### src/rtl/cpu_pkg.sv
// rtl/cpu_pkg.sv - shared constants, fetch FSM states and next-PC select encodings
package cpu_pkg;

   localparam logic [31:0] NOP_WORD          = 32'h0000_0000;
   localparam logic [31:0] RESET_PC          = 32'h0000_0000;
   localparam logic [31:0] HALT_WORD_DEFAULT = 32'h1000_FFFF;

   typedef enum logic [1:0] {
      ST_BOOT   = 2'd0,
      ST_RUN    = 2'd1,
      ST_HALTED = 2'd2
   } fetch_state_e;

   // Redirect priority, highest first: branch, jump, hold (stall/halt), sequential.
   typedef enum logic [1:0] {
      SEL_SEQ    = 2'd0,
      SEL_HOLD   = 2'd1,
      SEL_JUMP   = 2'd2,
      SEL_BRANCH = 2'd3
   } pc_sel_e;

   typedef enum logic [1:0] {
      IFID_HOLD   = 2'd0,
      IFID_LOAD   = 2'd1,
      IFID_BUBBLE = 2'd2
   } ifid_op_e;

   function automatic logic [31:0] word_align(input logic [31:0] addr);
      return {addr[31:2], 2'b00};
   endfunction

endpackage

### src/rtl/pc_next_sel.sv
// rtl/pc_next_sel.sv - combinational next-PC, IF/ID load/bubble and next-state selector
module pc_next_sel
   import cpu_pkg::*;
#(
   parameter logic [31:0] HALT_WORD = HALT_WORD_DEFAULT
) (
   input  fetch_state_e state_i,
   input  logic [31:0]  pc_i,
   input  logic [31:0]  imem_data_i,
   input  logic         stall_i,
   input  logic         jump_valid_i,
   input  logic [31:0]  jump_target_i,
   input  logic         br_taken_i,
   input  logic [31:0]  br_target_i,
   output logic [31:0]  pc_next_o,
   output logic [31:0]  pc_plus4_o,
   output ifid_op_e     ifid_op_o,
   output fetch_state_e state_next_o,
   output logic         stall_hold_o,
   output logic         redirect_o
);

   pc_sel_e sel;

   assign pc_plus4_o = pc_i + 32'd4;

   always_comb begin
      sel          = SEL_HOLD;
      ifid_op_o    = IFID_HOLD;
      state_next_o = state_i;
      stall_hold_o = 1'b0;
      redirect_o   = 1'b0;
      case (state_i)
         ST_BOOT: begin
            ifid_op_o    = IFID_BUBBLE;
            state_next_o = ST_RUN;
         end
         ST_RUN: begin
            if (br_taken_i) begin
               sel        = SEL_BRANCH;
               ifid_op_o  = IFID_BUBBLE;
               redirect_o = 1'b1;
            end else if (jump_valid_i) begin
               sel        = SEL_JUMP;
               ifid_op_o  = IFID_BUBBLE;
               redirect_o = 1'b1;
            end else if (stall_i) begin
               stall_hold_o = 1'b1;
            end else begin
               ifid_op_o = IFID_LOAD;
               // The halt word is still handed to ID; only the PC parks.
               if (imem_data_i == HALT_WORD) begin
                  state_next_o = ST_HALTED;
               end else begin
                  sel = SEL_SEQ;
               end
            end
         end
         ST_HALTED: begin
            ifid_op_o = IFID_BUBBLE;
            if (br_taken_i) begin
               sel          = SEL_BRANCH;
               redirect_o   = 1'b1;
               state_next_o = ST_RUN;
            end else if (jump_valid_i) begin
               sel          = SEL_JUMP;
               redirect_o   = 1'b1;
               state_next_o = ST_RUN;
            end
         end
         default: begin
            ifid_op_o    = IFID_BUBBLE;
            state_next_o = ST_BOOT;
         end
      endcase
   end

   always_comb begin
      pc_next_o = pc_i;
      case (sel)
         SEL_SEQ:    pc_next_o = pc_plus4_o;
         SEL_HOLD:   pc_next_o = pc_i;
         SEL_JUMP:   pc_next_o = word_align(jump_target_i);
         SEL_BRANCH: pc_next_o = word_align(br_target_i);
         default:    pc_next_o = pc_i;
      endcase
   end

endmodule

### src/rtl/if_stage.sv
// rtl/if_stage.sv - MIPS fetch stage: PC, IF/ID register, halt FSM; FETCH_PERF_EN adds counters
module if_stage
   import cpu_pkg::*;
#(
   parameter logic [31:0] RESET_PC_P  = RESET_PC,
   parameter logic [31:0] HALT_WORD   = HALT_WORD_DEFAULT,
   parameter logic [31:0] NOP_WORD_P  = NOP_WORD
) (
   input  logic        clk,
   input  logic        reset,
   input  logic        step,
   input  logic        stall,
   input  logic        jump_valid,
   input  logic [31:0] jump_target,
   input  logic        br_taken,
   input  logic [31:0] br_target,
   output logic [31:0] imem_addr,
   input  logic [31:0] imem_data,
   output logic [31:0] pc,
   output logic [31:0] id_ins,
   output logic [31:0] id_pcp4,
   output logic        id_valid,
   output logic        kill_idex,
`ifdef FETCH_PERF_EN
   output logic [31:0] perf_fetch,
   output logic [31:0] perf_stall,
   output logic [31:0] perf_flush,
`endif
   output logic        halted
);

   fetch_state_e state_q, state_d;
   logic [31:0]  pc_q, pc_d;
   logic [31:0]  ins_q;
   logic [31:0]  pcp4_q;
   logic         valid_q;
   logic [31:0]  pc_plus4;
   ifid_op_e     ifid_op;
   logic         stall_hold;
   logic         redirect;

   pc_next_sel #(
      .HALT_WORD (HALT_WORD)
   ) u_pc_next_sel (
      .state_i       (state_q),
      .pc_i          (pc_q),
      .imem_data_i   (imem_data),
      .stall_i       (stall),
      .jump_valid_i  (jump_valid),
      .jump_target_i (jump_target),
      .br_taken_i    (br_taken),
      .br_target_i   (br_target),
      .pc_next_o     (pc_d),
      .pc_plus4_o    (pc_plus4),
      .ifid_op_o     (ifid_op),
      .state_next_o  (state_d),
      .stall_hold_o  (stall_hold),
      .redirect_o    (redirect)
   );

   always_ff @(posedge clk) begin
      if (reset) begin
         state_q <= ST_BOOT;
         pc_q    <= RESET_PC_P;
         ins_q   <= NOP_WORD_P;
         pcp4_q  <= 32'd0;
         valid_q <= 1'b0;
      end else if (step) begin
         state_q <= state_d;
         pc_q    <= pc_d;
         case (ifid_op)
            IFID_LOAD: begin
               ins_q   <= imem_data;
               pcp4_q  <= pc_plus4;
               valid_q <= 1'b1;
            end
            IFID_BUBBLE: begin
               ins_q   <= NOP_WORD_P;
               pcp4_q  <= 32'd0;
               valid_q <= 1'b0;
            end
            default: begin
               ins_q   <= ins_q;
               pcp4_q  <= pcp4_q;
               valid_q <= valid_q;
            end
         endcase
      end
   end

`ifdef FETCH_PERF_EN
   logic [31:0] perf_fetch_q, perf_stall_q, perf_flush_q;

   always_ff @(posedge clk) begin
      if (reset) begin
         perf_fetch_q <= 32'd0;
         perf_stall_q <= 32'd0;
         perf_flush_q <= 32'd0;
      end else if (step) begin
         if (ifid_op == IFID_LOAD) perf_fetch_q <= perf_fetch_q + 32'd1;
         if (stall_hold)           perf_stall_q <= perf_stall_q + 32'd1;
         if (redirect)             perf_flush_q <= perf_flush_q + 32'd1;
      end
   end

   assign perf_fetch = perf_fetch_q;
   assign perf_stall = perf_stall_q;
   assign perf_flush = perf_flush_q;
`endif

   assign imem_addr = pc_q;
   assign pc        = pc_q;
   assign id_ins    = ins_q;
   assign id_pcp4   = pcp4_q;
   assign id_valid  = valid_q;
   assign halted    = (state_q == ST_HALTED);
   assign kill_idex = step & br_taken;

endmodule

### config.mk
export PLATFORM = sky130hd
export DESIGN_NAME = if_stage
export DESIGN_NICKNAME = d
export VERILOG_FILES = /design/src/rtl/cpu_pkg.sv /design/src/rtl/pc_next_sel.sv /design/src/rtl/if_stage.sv
export SDC_FILE = /design/constraint.sdc
export NUM_CORES = 1
export LEC_CHECK = 0
export CAP_MARGIN = 5
export CORE_MARGIN = 2
export CORE_UTILIZATION = 38
export CTS_CLUSTER_DIAMETER = 50
export DETAILED_ROUTE_END_ITERATION = 8
export PLACE_DENSITY = 0.86
export SLEW_MARGIN = 20
export SYNTH_ARGS = -nofsm -noshare
export SYNTH_HDL_FRONTEND = slang
export SYNTH_SLANG_ARGS = --single-unit
### constraint.sdc
create_clock -name clk -period 2.2 [get_ports clk]
set_input_delay 0.33 -clock clk [delete_from_list [all_inputs] [get_ports clk]]
set_output_delay 0.33 -clock clk [all_outputs]
set_load 0.02 [all_outputs]
-- Word-level counts from Yosys, hierarchy flattened
Cells that the tools add are included.
- bitwise logic cells: 2
- $add $sub $neg: 1
- equal/unequal tests: 13
- reductions and logical operators: 6
- mux-type cells: 22
- operators by type and width (kind ; number):
    $pmux 32 s2 ; 2
    $pmux 32 s3 ; 1
    $add 32x3->32 const B ; 1
    $eq 32x29->1 const B ; 1
    $mux 2 ; 14
    $eq 2x2->1 const B ; 4
    $eq 2x1->1 const B ; 3
    $ne 2x2->1 const B ; 3
    $pmux 2 s3 ; 1
    $reduce_and 6->1 ; 1
    $logic_not 2->1 ; 2
    $pmux 2 s2 ; 1
    $reduce_and 2->1 ; 2
    $ne 3x3->1 const B ; 1
    $mux 1 ; 2
    $ne 2x1->1 const B ; 1
    $pmux 1 s2 ; 1
    $reduce_bool 2->1 ; 1
    $and 1x1->1 ; 1
    $not 1->1 ; 1
- word-level logic and storage cells: 49
- register bits: 99
- bits of input ports: 102
- output and inout port bits: 131

-- Longest topological paths before layout
Gate-level depths: netlist of the first run.
- depth in word-level cells: 9
- mapped depth: 11
- gate-level depth less buffers: 9

-- Modules after synthesis
Synthesis of the first run repeated with hierarchy kept, for this count alone.
- cell total of the unflattened synthesis: 693
- area, all modules: 5831.8 um2
- modules (own cells, without submodules) (module ; times used ; seq. area each (um2) ; cells an instance ; area an instance (um2)):
    if_stage ; 1 ; 1981.9 ; 435 ; 3983.8
    pc_next_sel ; 1 ; 0.0 ; 258 ; 1848.0

-- Worst setup path before layout of the first run
No wires, ideal clock.
- path kind: input port to flip-flop
- start point: input port jump_valid
- end point: register pcp4_q[4] (netlist: id_pcp4[4])
- data required time: 2072 ps
- slack: -127 ps
- path buffers: 3
- stages: 11
- library setup time: 128 ps
- data arrival time: 2199 ps
- path through: clkbuf_1 > nor2_2 > nand2_1 > or2_2 > ha_1 > nand2b_1 > clkbuf_1 > clkbuf_1 > nor3_1 > a21oi_1 > nor2_1
- cells in the longest elaborated chain, start to end: 6
- elaborated cells on any way between the ends: 8
- ends and longest elaborated chain (what ; line ; source):
    from (decl) ; if_stage.sv:13 ; input logic jump_valid,
    $mux 2 (*) ; pc_next_sel.sv:43 ; end else if (jump_valid_i) begin
    $mux 2 (*) ; pc_next_sel.sv:39 ; if (br_taken_i) begin
    $mux 2 (*) ; pc_next_sel.sv:33 ; case (state_i)
    $eq 2x2->1 or $eq 2x1->1 (tied branches) ; if_stage.sv:71 ; case (ifid_op)
    $reduce_bool 2->1 (no line) ; -- ;
    $reduce_and 2->1 (no line) ; -- ;
    to (signal assigned) ; if_stage.sv:74 ; pcp4_q <= pc_plus4;
    to (signal assigned) ; if_stage.sv:84 ; pcp4_q <= pcp4_q;
    to (decl) ; if_stage.sv:35 ; logic [31:0] pcp4_q;
Every way passes the cells marked *; elsewhere a longest branch is shown, timed or not.
A chain may end at the register's enable or synchronous reset.

-- Worst setup path after layout of the first run
- start point: input port imem_data[4]
- end point: register pc_q[26] (netlist: imem_addr[26])
- cells in the longest elaborated chain, start to end: 9
- elaborated cells on any way between the ends: 13
- ends and longest elaborated chain (what ; line ; source):
    from (decl) ; if_stage.sv:18 ; input logic [31:0] imem_data,
    $eq 32x29->1 (*) ; pc_next_sel.sv:52 ; if (imem_data_i == HALT_WORD) begin
    $mux 1 (*) ; pc_next_sel.sv:52 ;
    $mux 2 (*) ; pc_next_sel.sv:47 ; end else if (stall_i) begin
    $mux 2 (*) ; pc_next_sel.sv:43 ;
    $mux 2 (*) ; pc_next_sel.sv:39 ;
    $pmux 2 s2 (*) ; pc_next_sel.sv:33 ;
    parallel branches: the longest is 3 deep, another holds $pmux 32 s3 ; -- ;
    to (signal assigned) ; if_stage.sv:70 ; pc_q <= pc_d;
    to (decl) ; if_stage.sv:33 ; logic [31:0] pc_q, pc_d;
Every way passes the cells marked *.

==> metrics.txt, run 1 <==
Reg2Reg Depth 7; hold crit path type in2reg; clock sinks 96; post-route ant nets 0; Slew headroom 59.42%; Area Overhead vs Synth 61.34%; VDD IR max 316.5 uV; switching share of power 27.69%; Starting Density 39.00%; largest net degree at the start of global routing 42; Total Wirelength 18300 um; switching power 0.001234 W; Total GRT Usage 23.52%; post-synthesis instance total 643; Util after Layout 62.92%; vias in the first global route 5465; Pint 0.003222 W; critical path launch point type input port; htree depth 3; EDFF count, synth 0; crit share post-route 97.24%; hpwl dp 13270 um; status completed; combinational share of power 25.2%; gr busiest metal met2; clock network fraction of total power 34.3%; first drt pass iteration count 6; main combinational cell family by area after synthesis simple AND/OR/NAND/NOR gates; Crit path arrival time 2.37 ns; commonest cells after routing, fill and taps aside 221 x clkdlybuf4s50_1, 95 x dfxtp_1, 94 x nor2_1, 69 x buf_4, 63 x a21oi_1; syn avg cell area 8.064 sq um; Vias per Instance 5.459; DRC violations left 0; Worst Setup Path Type in2reg; Vias 5797; fin nets 989; Clock Latency Late Sink 0.34 ns; core box area 13300 sq um; top_reg_cell synth dfxtp_1; Initial DRC Count 476; Worst Hold Launch reset; mux contribution to synthesized area 0.1931%; Die Width 120.8 um; Ports 233; Flop pwr share 40.5%; routability cong. 0.8959; total grt overflow 0; crit path launch imem_data[4]; Post-Synthesis Cell Area 5185 sq um; skew final 0.007618 ns; wire per inst 17.23 um; worst-case clock buffer depth 2; number of buffers added on ports 224; Worst Path Max Fanout 6; GR Util met3 4.623%; Slew Viols, Final 0; number of inserted diodes 0; synth unique cells 62; RSZ-0062 raised after global routing yes; Critical Path RT 2.43 ns; Synth Warn # 0; fin crit period 2.139 ns; met1 usage 29.65%; hold buffers post-CTS 0; clock slew at reported path FFs 0.07 ns; critical path endpoint category flop; commonest non-fill, non-tap cell in the layout clkdlybuf4s50_1; CTS Buf Count 9; Root Driver clkbuf_16; adder-cell area share of the yosys netlist 1.448%; Power Dens Cells 532.6 nW/um^2; Final Hold Viols 0; post-synthesis sequential area ratio 37.07%; Max-Cap Viols 0; first-pass GRT wire length 27370 um; Async S/R FF share, synth 0%; Die Y 120.8 um; antenna violations before repair 0; std cell rows 42; grt met2 use 39.48%; Die ar. 14600 sq um; Setup TNS 0 ns; endpoints failing setup 0; Peak Freq 467.4 MHz; area fraction in compound gates after synthesis 21.91%; worst flop-to-flop path startpoint state_q[0]; Worst-Margin Slew 0.6081 ns; CTS tree done; worst hold stages 2; Synth Area in Simple Gates 24.95%; leakage 3.043 nW; XOR/XNOR share of the synthesized area 4.730%; Synth Register Bits 96; share of cells above drive strength 1 14.90%
power groups by stage:
stage	registers, W	clock network, W	logic [W]
finish	0.00181	0.00153	0.00112
global route	0.00181	0.00165	0.00120
CTS	0.00180	0.00156	0.00108
detailed placement	0.00184	0	0.00107
global placement	0.00184	0	0.00106
floorplan	0.00190	0	0.000438
cell families (layout without fill, tap and decap cells):
logic type,Yosys count,in the layout
buffers and inverters,94,333
AND/OR/NAND/NOR,242,243
adder cells (fa/ha/maj),6,6
AO/OA/AOI/OAI,175,175
multiplexers,1,1
other,1,4
flip-flops,96,96
XOR/XNOR,28,28
final cells by class:
class	instances	area [sq um]
clock inverter	4	45.04
inverter	11	41.29
timing repair buffer	306	3030
multi-input combinational	457	2869
tap	176	220.2
clock buffer	12	236.5
fill	1144	4930
sequential	96	1923
through the flow:
stage                     instance area, sq um  std cells  setup WS (ns)  total power, W  hold slack [ns]
after floorplan                           5205        646       0.002301        0.002336           0.5136
after global placement                    7924       1040        -0.3060        0.002904           0.4431
after detailed placement                  7924       1040        -0.3053        0.002915           0.4467
after CTS                                 8205       1056        0.03191        0.004443           0.4107
after global routing                      8366       1062       -0.05474        0.004655           0.4468
final                                     8366       1062        0.06072        0.004456           0.4183
metal layers:
layer  vias to the layer above  wire length [um]
met1                      2707              7468
met4                         0               489
met5                         -                 0
li1                       2752                 -
met2                       297              8685
met3                        41              1654
sequential cells by signal, indices dropped and copies added (netlist names):
signal,cells
id_pcp4,31
id_ins,32
state_q,2
imem_addr,30
id_valid,1
cells in the mapped netlist (all sizes together), types with 2 or more instances:
master  instances  area (sq um)
a32oi           4         42.55
nor2           97         366.6
o21a            2         15.01
nand2b          4         25.02
o32ai           4         42.55
and4            8         71.32
a222oi          4         40.04
o221a           3         33.78
nand4           9         71.32
a221oi          7         61.31
nand2          29         113.9
a22oi          25         187.7
a221o           2         20.02
or4             2         18.77
o31ai           2         15.01
nand3          15         75.07
o22ai          11         68.82
or3             4         25.02
buf            44         311.5
clkbuf         39         146.4
xor2           10         87.58
nor4            8         62.56
a31oi           5         31.28
and2            6         37.54
a22o            4         35.03
and3            4         25.02
xnor2          18         157.7
nor3b          37         277.8
inv            11         41.29
a211oi          2         15.01
a21oi          63         315.3
dfxtp          96          1922
nor3           14         86.34
o21ai          30         150.1
ha              6         75.07
worst max-delay path, stage by stage:
cell and delay, ns:
clkdlybuf4s50_1 0.49, nand4_1 0.13, nor4_2 0.36, buf_4 0.18, nand2_1 0.09, a32o_2 0.30, buf_4 0.16, o21a_1 0.09
o221a_2 0.24
worst paths after layout:
kind                    to  slack, ns
max          imem_addr[26]       0.06
min reg2reg    id_pcp4[22]       0.47
max reg2reg  imem_addr[30]       0.12
min            id_pcp4[15]       0.42
repair_timing:
action | 4_1_cts | 5_1_grt
resized for setup | 0 | 20
endpoints found under the setup margin | 0 | 76
buffers inserted | 0 | 3
Power figures use the tool's default switching activity.
==> run 2: changes to the inputs <==
--- a/config.mk
+++ b/config.mk
@@ -7,10 +7,10 @@
 export LEC_CHECK = 0
 export CAP_MARGIN = 5
 export CORE_MARGIN = 2
-export CORE_UTILIZATION = 38
+export CORE_UTILIZATION = 46
 export CTS_CLUSTER_DIAMETER = 50
 export DETAILED_ROUTE_END_ITERATION = 8
-export PLACE_DENSITY = 0.86
+export PLACE_DENSITY = 0.87
 export SLEW_MARGIN = 20
 export SYNTH_ARGS = -nofsm -noshare
 export SYNTH_HDL_FRONTEND = slang
==> constraint.sdc (replaced) <==
create_clock -name clk -period 2.6 [get_ports clk]
set_input_delay 0.39 -clock clk [delete_from_list [all_inputs] [get_ports clk]]
set_output_delay 0.39 -clock clk [all_outputs]
set_load 0.02 [all_outputs]
==> metrics.txt, run 2 (synthesis gave the netlist of run 1 again) <==
Power Dens Cells 451.0 nW/um^2 (-15%); commonest cells after routing, fill and taps aside 223 x clkdlybuf4s50_1, 96 x dfxtp_1, 94 x nor2_1, 63 x a21oi_1, 37 x nor3b_1; Slew Viols, Final 0 (unchanged); Crit path arrival time 2.60 ns (+0.23 ns); crit share post-route 91.39%; number of buffers added on ports 224 (unchanged); CTS tree done; Initial DRC Count 458 (-3.8%); wire per inst 17.62 um (+2.3%); RSZ-0062 raised after global routing no; Vias per Instance 5.826 (+6.7%); Max-Cap Viols 0 (unchanged); Worst Path Max Fanout 11 (+5); Setup TNS 0 ns (unchanged); Vias 5663 (-2.3%); leakage 2.677 nW (-12%); DRC violations left 0 (unchanged); Final Hold Viols 0 (unchanged); critical path launch point type flop; worst-case clock buffer depth 2 (unchanged); Die Width 110.2 um (-8.8%); commonest non-fill, non-tap cell in the layout clkdlybuf4s50_1; Die ar. 12140 sq um (-17%); Root Driver clkbuf_16; fin crit period 2.376 ns; skew final 0.01002 ns (+0.002403 ns); status completed; first drt pass iteration count 7 (+1); vias in the first global route 5275 (-3.5%); VDD IR max 267.3 uV (-16%); Inst Count DP 959 (-7.8%); Worst-Margin Slew 0.6674 ns (+0.05928 ns); fin nets 938 (-5.2%); max FFs per register 32 (unchanged); Starting Density 47.41% (+8.4 points); endpoints failing setup 0 (unchanged); Clock Latency Late Sink 0.34 ns (about the same); Die Y 110.2 um (-8.8%); htree depth 3 (unchanged); Peak Freq 420.9 MHz; first-pass GRT wire length 25560 um (-6.6%); core box area 10940 sq um (-18%); Non-Filler Instances 972 (-8.5%); Ports 233 (unchanged); routability cong. 0.8492 (-5.2%); number of inserted diodes 0 (unchanged); largest net degree at the start of global routing 57 (+36%); antenna violations before repair 0 (unchanged); hpwl dp 12680 um (-4.5%); post-route ant nets 0 (unchanged); Slew headroom 55.51% (-3.9 points); total grt overflow 0 (unchanged); hold buffers post-CTS 0 (unchanged); share of cells above drive strength 1 7.572% (-7.3 points); clock sinks 96 (unchanged); CTS resizes 0 (unchanged); Critical Path RT 2.83 ns (+0.40 ns); std cell rows 38 (-9.5%); Area Overhead vs Synth 48.43%; Total Wirelength 17130 um (-6.4%); hold crit path type reg2reg; critical path endpoint category flop; Worst Setup Path Type reg2reg; CTS Buf Count 9 (unchanged); clock slew at reported path FFs 0.06 ns (about the same); Total GRT Usage 26.99% (+3.5 points); post-CTS setup buffers 0 (unchanged)
-- run 2: worst paths after layout --
path	from	endpoint	slack (ns)	cells past startpoint
min reg2reg	id_pcp4[22]	id_pcp4[22]	0.47	2
min	id_pcp4[22]	id_pcp4[22]	0.47	2
max reg2reg	state_q[1]	imem_addr[22]	0.22	7
max	state_q[1]	imem_addr[22]	0.22	7
-- run 2: layout make-up --
class | count | area [sq um]
inverter | 11 | 41.29
timing repair buffer | 256 | 2527
multi-input combinational | 456 | 2788
sequential | 96 | 1922
tap | 140 | 175.2
clock buffer | 11 | 232.7
clock inverter | 2 | 10.01
fill | 845 | 3239
-- run 2: through the flow --
| stage | setup WS, ns | instance area, sq um | util [%] | hold slack [ns] | power (W) |
|---|---|---|---|---|---|
| after floorplan | 0.2132 | 5196 | - | 0.5136 | 0.001974 |
| after global routing | 0.09678 | 7696 | 70.38 | 0.4985 | 0.003613 |
| after detailed placement | 0.01497 | 7453 | 68.16 | 0.4593 | 0.002352 |
| after CTS | 0.2787 | 7696 | 70.38 | 0.4683 | 0.003482 |
| after global placement | 0.04765 | 7453 | 68.16 | 0.4421 | 0.002330 |
| final | 0.2239 | 7696 | 70.38 | 0.4695 | 0.003471 |
-- run 2: worst max-delay path: stages, from the launching register on --
cell     delay [ns]
dfxtp_1        0.38
inv_1          0.08
ha_1           0.36
o21a_1         0.39
nand2_1        0.40
o22ai_1        0.33
a31oi_1        0.08
o221a_2        0.25
-- run 2: where the power goes --
part | internal (W) | switching (W) | total (W)
sequential | 0.00150 | 0.0000419 | 0.00155
combinational | 0.000365 | 0.000417 | 0.000782
clock | 0.000629 | 0.000513 | 0.00114
-- run 2: layer usage --
metal | vias up | track usage [%] | part of all wire (%)
met5 | - | 0 | 0
met4 | 0 | 12.68 | 2.7
met3 | 35 | 4.997 | 9.7
met2 | 325 | 47.11 | 48
met1 | 2640 | 31.94 | 40
li1 | 2663 | - | -
